$ cat src/rtl/pwm_pkg.sv
// pwm_pkg: shared limits and channel-index width helper for the PWM bank
package pwm_pkg;
  localparam int PWM_CH_MAX = 16;
  function automatic int chan_idx_w(input int n);
    return n > 1 ? $clog2(n) : 1;
  endfunction
endpackage

$ cat src/rtl/pwm_channel.sv
// pwm_channel: shadow/active duty pair, compare against next count, polarity, registered output (clk, rst, en, wrap, we, wr_duty, cnt_nxt, pol -> pwm)
module pwm_channel #(
  parameter int W = 8
) (
  input  logic         clk,
  input  logic         rst,
  input  logic         en,
  input  logic         wrap,
  input  logic         we,
  input  logic [W-1:0] wr_duty,
  input  logic [W-1:0] cnt_nxt,
  input  logic         pol,
  output logic         pwm
);
  logic [W-1:0] duty_sh, duty_act, act_nxt;
  assign act_nxt = !en || wrap ? duty_sh : duty_act;
  always_ff @(posedge clk) begin
    if (rst) begin
      duty_sh  <= '0;
      duty_act <= '0;
      pwm      <= 1'b0;
    end else begin
      if (we) duty_sh <= wr_duty;
      duty_act <= act_nxt;
      pwm      <= en ? (cnt_nxt < act_nxt) ^ pol : pol;
    end
  end
endmodule

$ cat src/rtl/pwm_bank.sv
// pwm_bank: CH-channel PWM on a shared prescaled timebase with wrap-buffered duty/period (CLK, RST, EN, DIV, PERIOD, WR/WR_CH/WR_DUTY, POL -> PWM_OUT, PERIOD_END)
module pwm_bank
  import pwm_pkg::*;
#(
  parameter int CH    = 4,
  parameter int W     = 8,
  parameter int PSC_W = 8
) (
  input  logic                     CLK,
  input  logic                     RST,
  input  logic                     EN,
  input  logic [PSC_W-1:0]         DIV,
  input  logic [W-1:0]             PERIOD,
  input  logic                     WR,
  input  logic [chan_idx_w(CH)-1:0] WR_CH,
  input  logic [W-1:0]             WR_DUTY,
  input  logic [CH-1:0]            POL,
  output logic [CH-1:0]            PWM_OUT,
  output logic                     PERIOD_END
);
  localparam int IW = chan_idx_w(CH);
  logic [PSC_W-1:0] psc;
  logic [W-1:0]     cnt, cnt_nxt, per_act;
  logic             tick, wrap;
  assign tick    = EN && psc == DIV;
  assign wrap    = tick && cnt == per_act;
  assign cnt_nxt = !EN || wrap ? '0 : tick ? cnt + 1'b1 : cnt;
  always_ff @(posedge CLK) begin
    if (RST) begin
      psc        <= '0;
      cnt        <= '0;
      per_act    <= '0;
      PERIOD_END <= 1'b0;
    end else begin
      psc        <= !EN || tick ? '0 : psc + 1'b1;
      cnt        <= cnt_nxt;
      per_act    <= !EN || wrap ? PERIOD : per_act;
      PERIOD_END <= wrap;
    end
  end
  for (genvar i = 0; i < CH; i++) begin : g_ch
    pwm_channel #(.W(W)) u_ch (
      .clk    (CLK),
      .rst    (RST),
      .en     (EN),
      .wrap   (wrap),
      .we     (WR && WR_CH == IW'(i)),
      .wr_duty(WR_DUTY),
      .cnt_nxt(cnt_nxt),
      .pol    (POL[i]),
      .pwm    (PWM_OUT[i])
    );
  end
endmodule
$ cat config.mk
export PLATFORM = sky130hd
export DESIGN_NAME = pwm_bank
export DESIGN_NICKNAME = d
export VERILOG_FILES = /design/src/rtl/pwm_pkg.sv /design/src/rtl/pwm_channel.sv /design/src/rtl/pwm_bank.sv
export SDC_FILE = /design/constraint.sdc
export NUM_CORES = 1
export LEC_CHECK = 0
export BUFFER_PORTS_ARGS = -buffer_cell sky130_fd_sc_hd__buf_4
export CAP_MARGIN = 40
export CORE_MARGIN = 2
export CORE_UTILIZATION = 54
export CTS_BUF_LIST = sky130_fd_sc_hd__clkbuf_4 sky130_fd_sc_hd__clkbuf_8 sky130_fd_sc_hd__clkbuf_16
export DETAILED_ROUTE_END_ITERATION = 7
export PLACE_DENSITY = 0.87
export SLEW_MARGIN = 0
export SYNTH_ARGS = -nofsm -noshare
export SYNTH_HDL_FRONTEND = slang
export SYNTH_SLANG_ARGS = --single-unit
$ cat constraint.sdc
create_clock -name CLK -period 3.1 [get_ports CLK]
set_clock_uncertainty 0.15 [all_clocks]
set_input_delay 0.31 -clock CLK [delete_from_list [all_inputs] [get_ports CLK]]
set_output_delay 0.31 -clock CLK [all_outputs]
set_load 0.05 [all_outputs]
==> flow_metrics.tcl <==
set metrics [dict create \
    grt_max_degree 55 \
    drt_iter0_markers 340 \
    chipWidth_um 95.3 \
    diodes 0 \
    cts_sinks 93 \
    finalMaxSlewViolations 0 \
    hold_viol_final 0 \
    r2r-start "psc[5]" \
    routed_wirelength_um 11800 \
    start_util 0.554 \
    ir_drop_mv 0.229 \
    post-dp-hpwl_um 7640 \
    p_int_mw 1.79 \
    cellPowerDensity_nw_per_um2 412 \
    fin_total_pwr_mw 2.44 \
    rsz0062_at_grt "yes" \
    p_sw_frac 0.267 \
    hold_depth 3 \
    cp-end-kind "flop" \
    clockRootBuffer "clkbuf_8" \
    r2r_end "g_ch[3].u_ch.pwm" \
    design_area_um2 5920 \
    grt_pass1_wl_um 17200 \
    combinationalPowerShare 0.143 \
    path_cells "xor2_2 > nor4_4 > nand2_2 > o21ai_4 > buf_6 > buf_12 > mux2i_4 > ha_1 > a21o_1 > a211o_1 > a221oi_2 > mux2_1" \
    cp-start-kind "flop" \
    area_growth_pct 31.5 \
    fillers 535 \
    setup_ws_ns -0.440 \
    ys_seq_elements 93 \
    cts_made_buffers 9 \
    r2r_setup_slack_ns -0.44 \
    wl_per_cell_um 17.6 \
    synth_simple_gate_area_frac 0.165 \
    synthFlopType "dfxtp_1" \
    synth_fp_nets 521 \
    fin_crit_sh 1.14 \
    finalCriticalPeriod_ns 3.54 \
    antenna_found_initial 0 \
    tritoncts "done" \
    leakage_nw 2.66 \
    die_area_um2 9090 \
    dr.pass1.iters 5 \
    setup_violations 4 \
    synth_cells 457 \
    crit_fanout 7 \
    vias 3784 \
    layout-drive-gt1-share 0.327 \
    fin_util 0.728 \
    worstSetupStartpoint "psc[5]" \
    violations "setup timing" \
    vias_per_cell 5.62 \
    status "finished, violations left" \
    drtAntennaViolNets 0 \
    synth_adder_area_share 0.0834 \
    grt-ovfl-total 0 \
    cp_slowest_stage_delay_ns 0.39 \
    max-cap-violations 0 \
    seqCellArea_um2 1860 \
    clkTransAtPathRegs_ns 0.10 \
    boundaryPins 39 \
    synth_edf_count 0 \
    h-tree-depth 3 \
    synth_xor_area_frac 0.0564 \
    cpMaxStageDelayCell "nor4_4" \
    multiInputGateArea_um2 2740 \
    worstSetupPathType "reg -> reg" \
    tightest_slew_ns 0.701 \
    synth_top_family_by_area "multiplexers" \
    switching_power_mw 0.653 \
    fmax_mhz 282 \
    drc 0 \
    gp_congestion 0.993 \
    synth_seq_area_share 0.413 \
    async_reset_ff_frac 0 \
    min_to "per_act[5]" \
    synth_compound_area_frac 0.0656 \
    worstSkewPairLatency_ns 0.38 \
    port_buffers 38 \
    nets 627 \
    core_area_um2 8130 \
    rr_worst_depth 12 \
    worstHoldStart "PERIOD[5]" \
    muxShareOfSynthArea 0.175 \
    clkPwrFrac 0.345 \
    grt_usage 0.248 \
    arrival_ns 3.64 \
    dpl_cell_area_um2 5310 \
    cp.required_ns 3.20 \
    hold_path_class "in -> reg" \
    chipHeight_um 95.3 \
    avgSynthCellArea_um2 9.85 \
    syn_area_um2 4500 \
    pwr-share-seq 0.512 \
    core.rowCount 33 \
    grt_pass1_vias 3643 \
    cts_buffer_depth 2 \
    slew_headroom 0.529 \
    ys_warn_count 0 \
    synth.distinct_cells 47 \
]
-- power groups by stage --
stage	clock [mW]	sequential [mW]	combinational, mW
floorplan	0	1.27	0.194
global placement	0	1.27	0.290
detailed placement	0	1.27	0.298
CTS	0.846	1.25	0.309
global route	0.892	1.25	0.370
finish	0.842	1.25	0.349
-- registers in the layout (all words and copies together) (netlist names) --
name	count
cnt	8
g_ch.u_ch.duty_sh	32
g_ch.u_ch.duty_act	32
PERIOD_END	1
per_act	8
psc	8
g_ch.u_ch.pwm	4
-- per-stage QoR --
step	setup WS, ns	hold slack (ns)	cells	TNS [ns]
finish	-0.440	0.0264	673	-1.63
CTS	-0.260	0.0177	664	-0.891
floorplan	-0.0285	0.297	457	-0.0373
detailed placement	-0.414	0.336	638	-1.46
global placement	-0.329	0.326	638	-1.15
global route	-0.534	0.0299	673	-1.95
-- placed cells by master, fill, tap and decap left out, drive strengths merged --
cell	count
ha	30
nand2	6
a21oi	7
nand3	11
a2111oi	2
o21a	3
buf	117
nand4	6
clkbuf	11
mux2i	73
nand3b	2
xnor2	12
nor4	5
nor3	2
o31ai	1
o21bai	2
o21ai	8
o211ai	3
and3	13
mux2	5
nor3b	1
xor2	17
dfxtp	93
bufinv	1
a311oi	2
nand2b	1
and2	1
inv	6
a211oi	4
and4	2
clkinvlp	2
a211o	2
nor2	101
a31oi	1
o311a	1
a21o	3
nor2b	7
a221oi	2
clkinv	2
-- cell type report --
| cell class | instances | share of cell area |
|---|---|---|
| Clock buffer | 10 | 0.0222 |
| Clock inverter | 6 | 0.0120 |
| Inverter | 5 | 0.00317 |
| Multi-Input combinational cell | 336 | 0.463 |
| Sequential cell | 93 | 0.315 |
| Tap cell | 105 | 0.0222 |
| Timing Repair Buffer | 118 | 0.163 |
-- metal layers --
layer  track usage  vias up  share of wire
met2         0.418      149           0.50
met3        0.0569       35          0.059
met4         0.126        0          0.037
li1              -     1802              -
met5             0        -              0
met1         0.296     1798           0.40
-- cell usage after synthesis, types with 2 or more instances --
master     count  area share
buf_1          3      0.0025
a21o_1         3      0.0050
o21bai_1       2      0.0033
buf_2          2      0.0022
nand3b_1       2      0.0033
a211oi_1       4      0.0067
nor3_1         2      0.0022
o21ai_0        5      0.0056
a2111oi_0      2      0.0039
nand4_1        6      0.0083
and4_1         2      0.0039
mux2_2         4       0.010
o211ai_1       3      0.0050
and3_1        11       0.015
nor4_4         2      0.0094
xnor2_1       12       0.023
nand2_1        5      0.0042
buf_6          3      0.0075
xor2_1        17       0.033
dfxtp_1       93        0.41
mux2i_1       73        0.16
a21oi_1        7      0.0078
clkbuf_1       9      0.0075
a211o_1        2      0.0039
ha_1          30       0.083
o21a_1         3      0.0050
buf_4          5      0.0083
nor2_1       101       0.084
o21ai_2        2      0.0039
nor4_1         3      0.0042
inv_1          5      0.0042
buf_12         2      0.0089
nand3_1       11       0.012
a311oi_1       2      0.0039
nor2b_1        7      0.0097
-- worst max-delay path by stage --
stage                       endpoint  slack, ns  cells past startpoint
floorplan           g_ch[0].u_ch.pwm      -0.03                     13
global placement    g_ch[0].u_ch.pwm      -0.33                     12
detailed placement  g_ch[3].u_ch.pwm      -0.41                     13
CTS                 g_ch[3].u_ch.pwm      -0.26                     13
global route        g_ch[0].u_ch.pwm      -0.53                     15
finish              g_ch[3].u_ch.pwm      -0.44                     12
-- logic make-up after synthesis --
group / Yosys count
AOI/OAI and AO/OA: 41
xor gates and xnor gates: 29
adders and majority gates: 30
buffers and inverters: 29
DFF: 93
muxes: 78
and+or+nand+nor: 157
-- what timing repair did --
action                                  CTS  global route
hold buffers                              0             0
pin swaps                                 7            13
gates resized for setup                  12            36
endpoints found under the setup margin    4             4
gates cloned                              1             1
endpoints found under the hold margin     0             0
buffers inserted                          9             8
-- worst max-delay path, delay by kind of cell (launching register included) --
family / cells / cell delay (ns)
AOI/OAI and AO/OA: 4 / 1.02
xor gates and xnor gates: 1 / 0.16
adders and majority gates: 1 / 0.28
buffers and inverters: 2 / 0.31
DFF: 1 / 0.35
muxes: 2 / 0.61
and+or+nand+nor: 2 / 0.54
No activity file was read; power rests on OpenSTA's default activity.
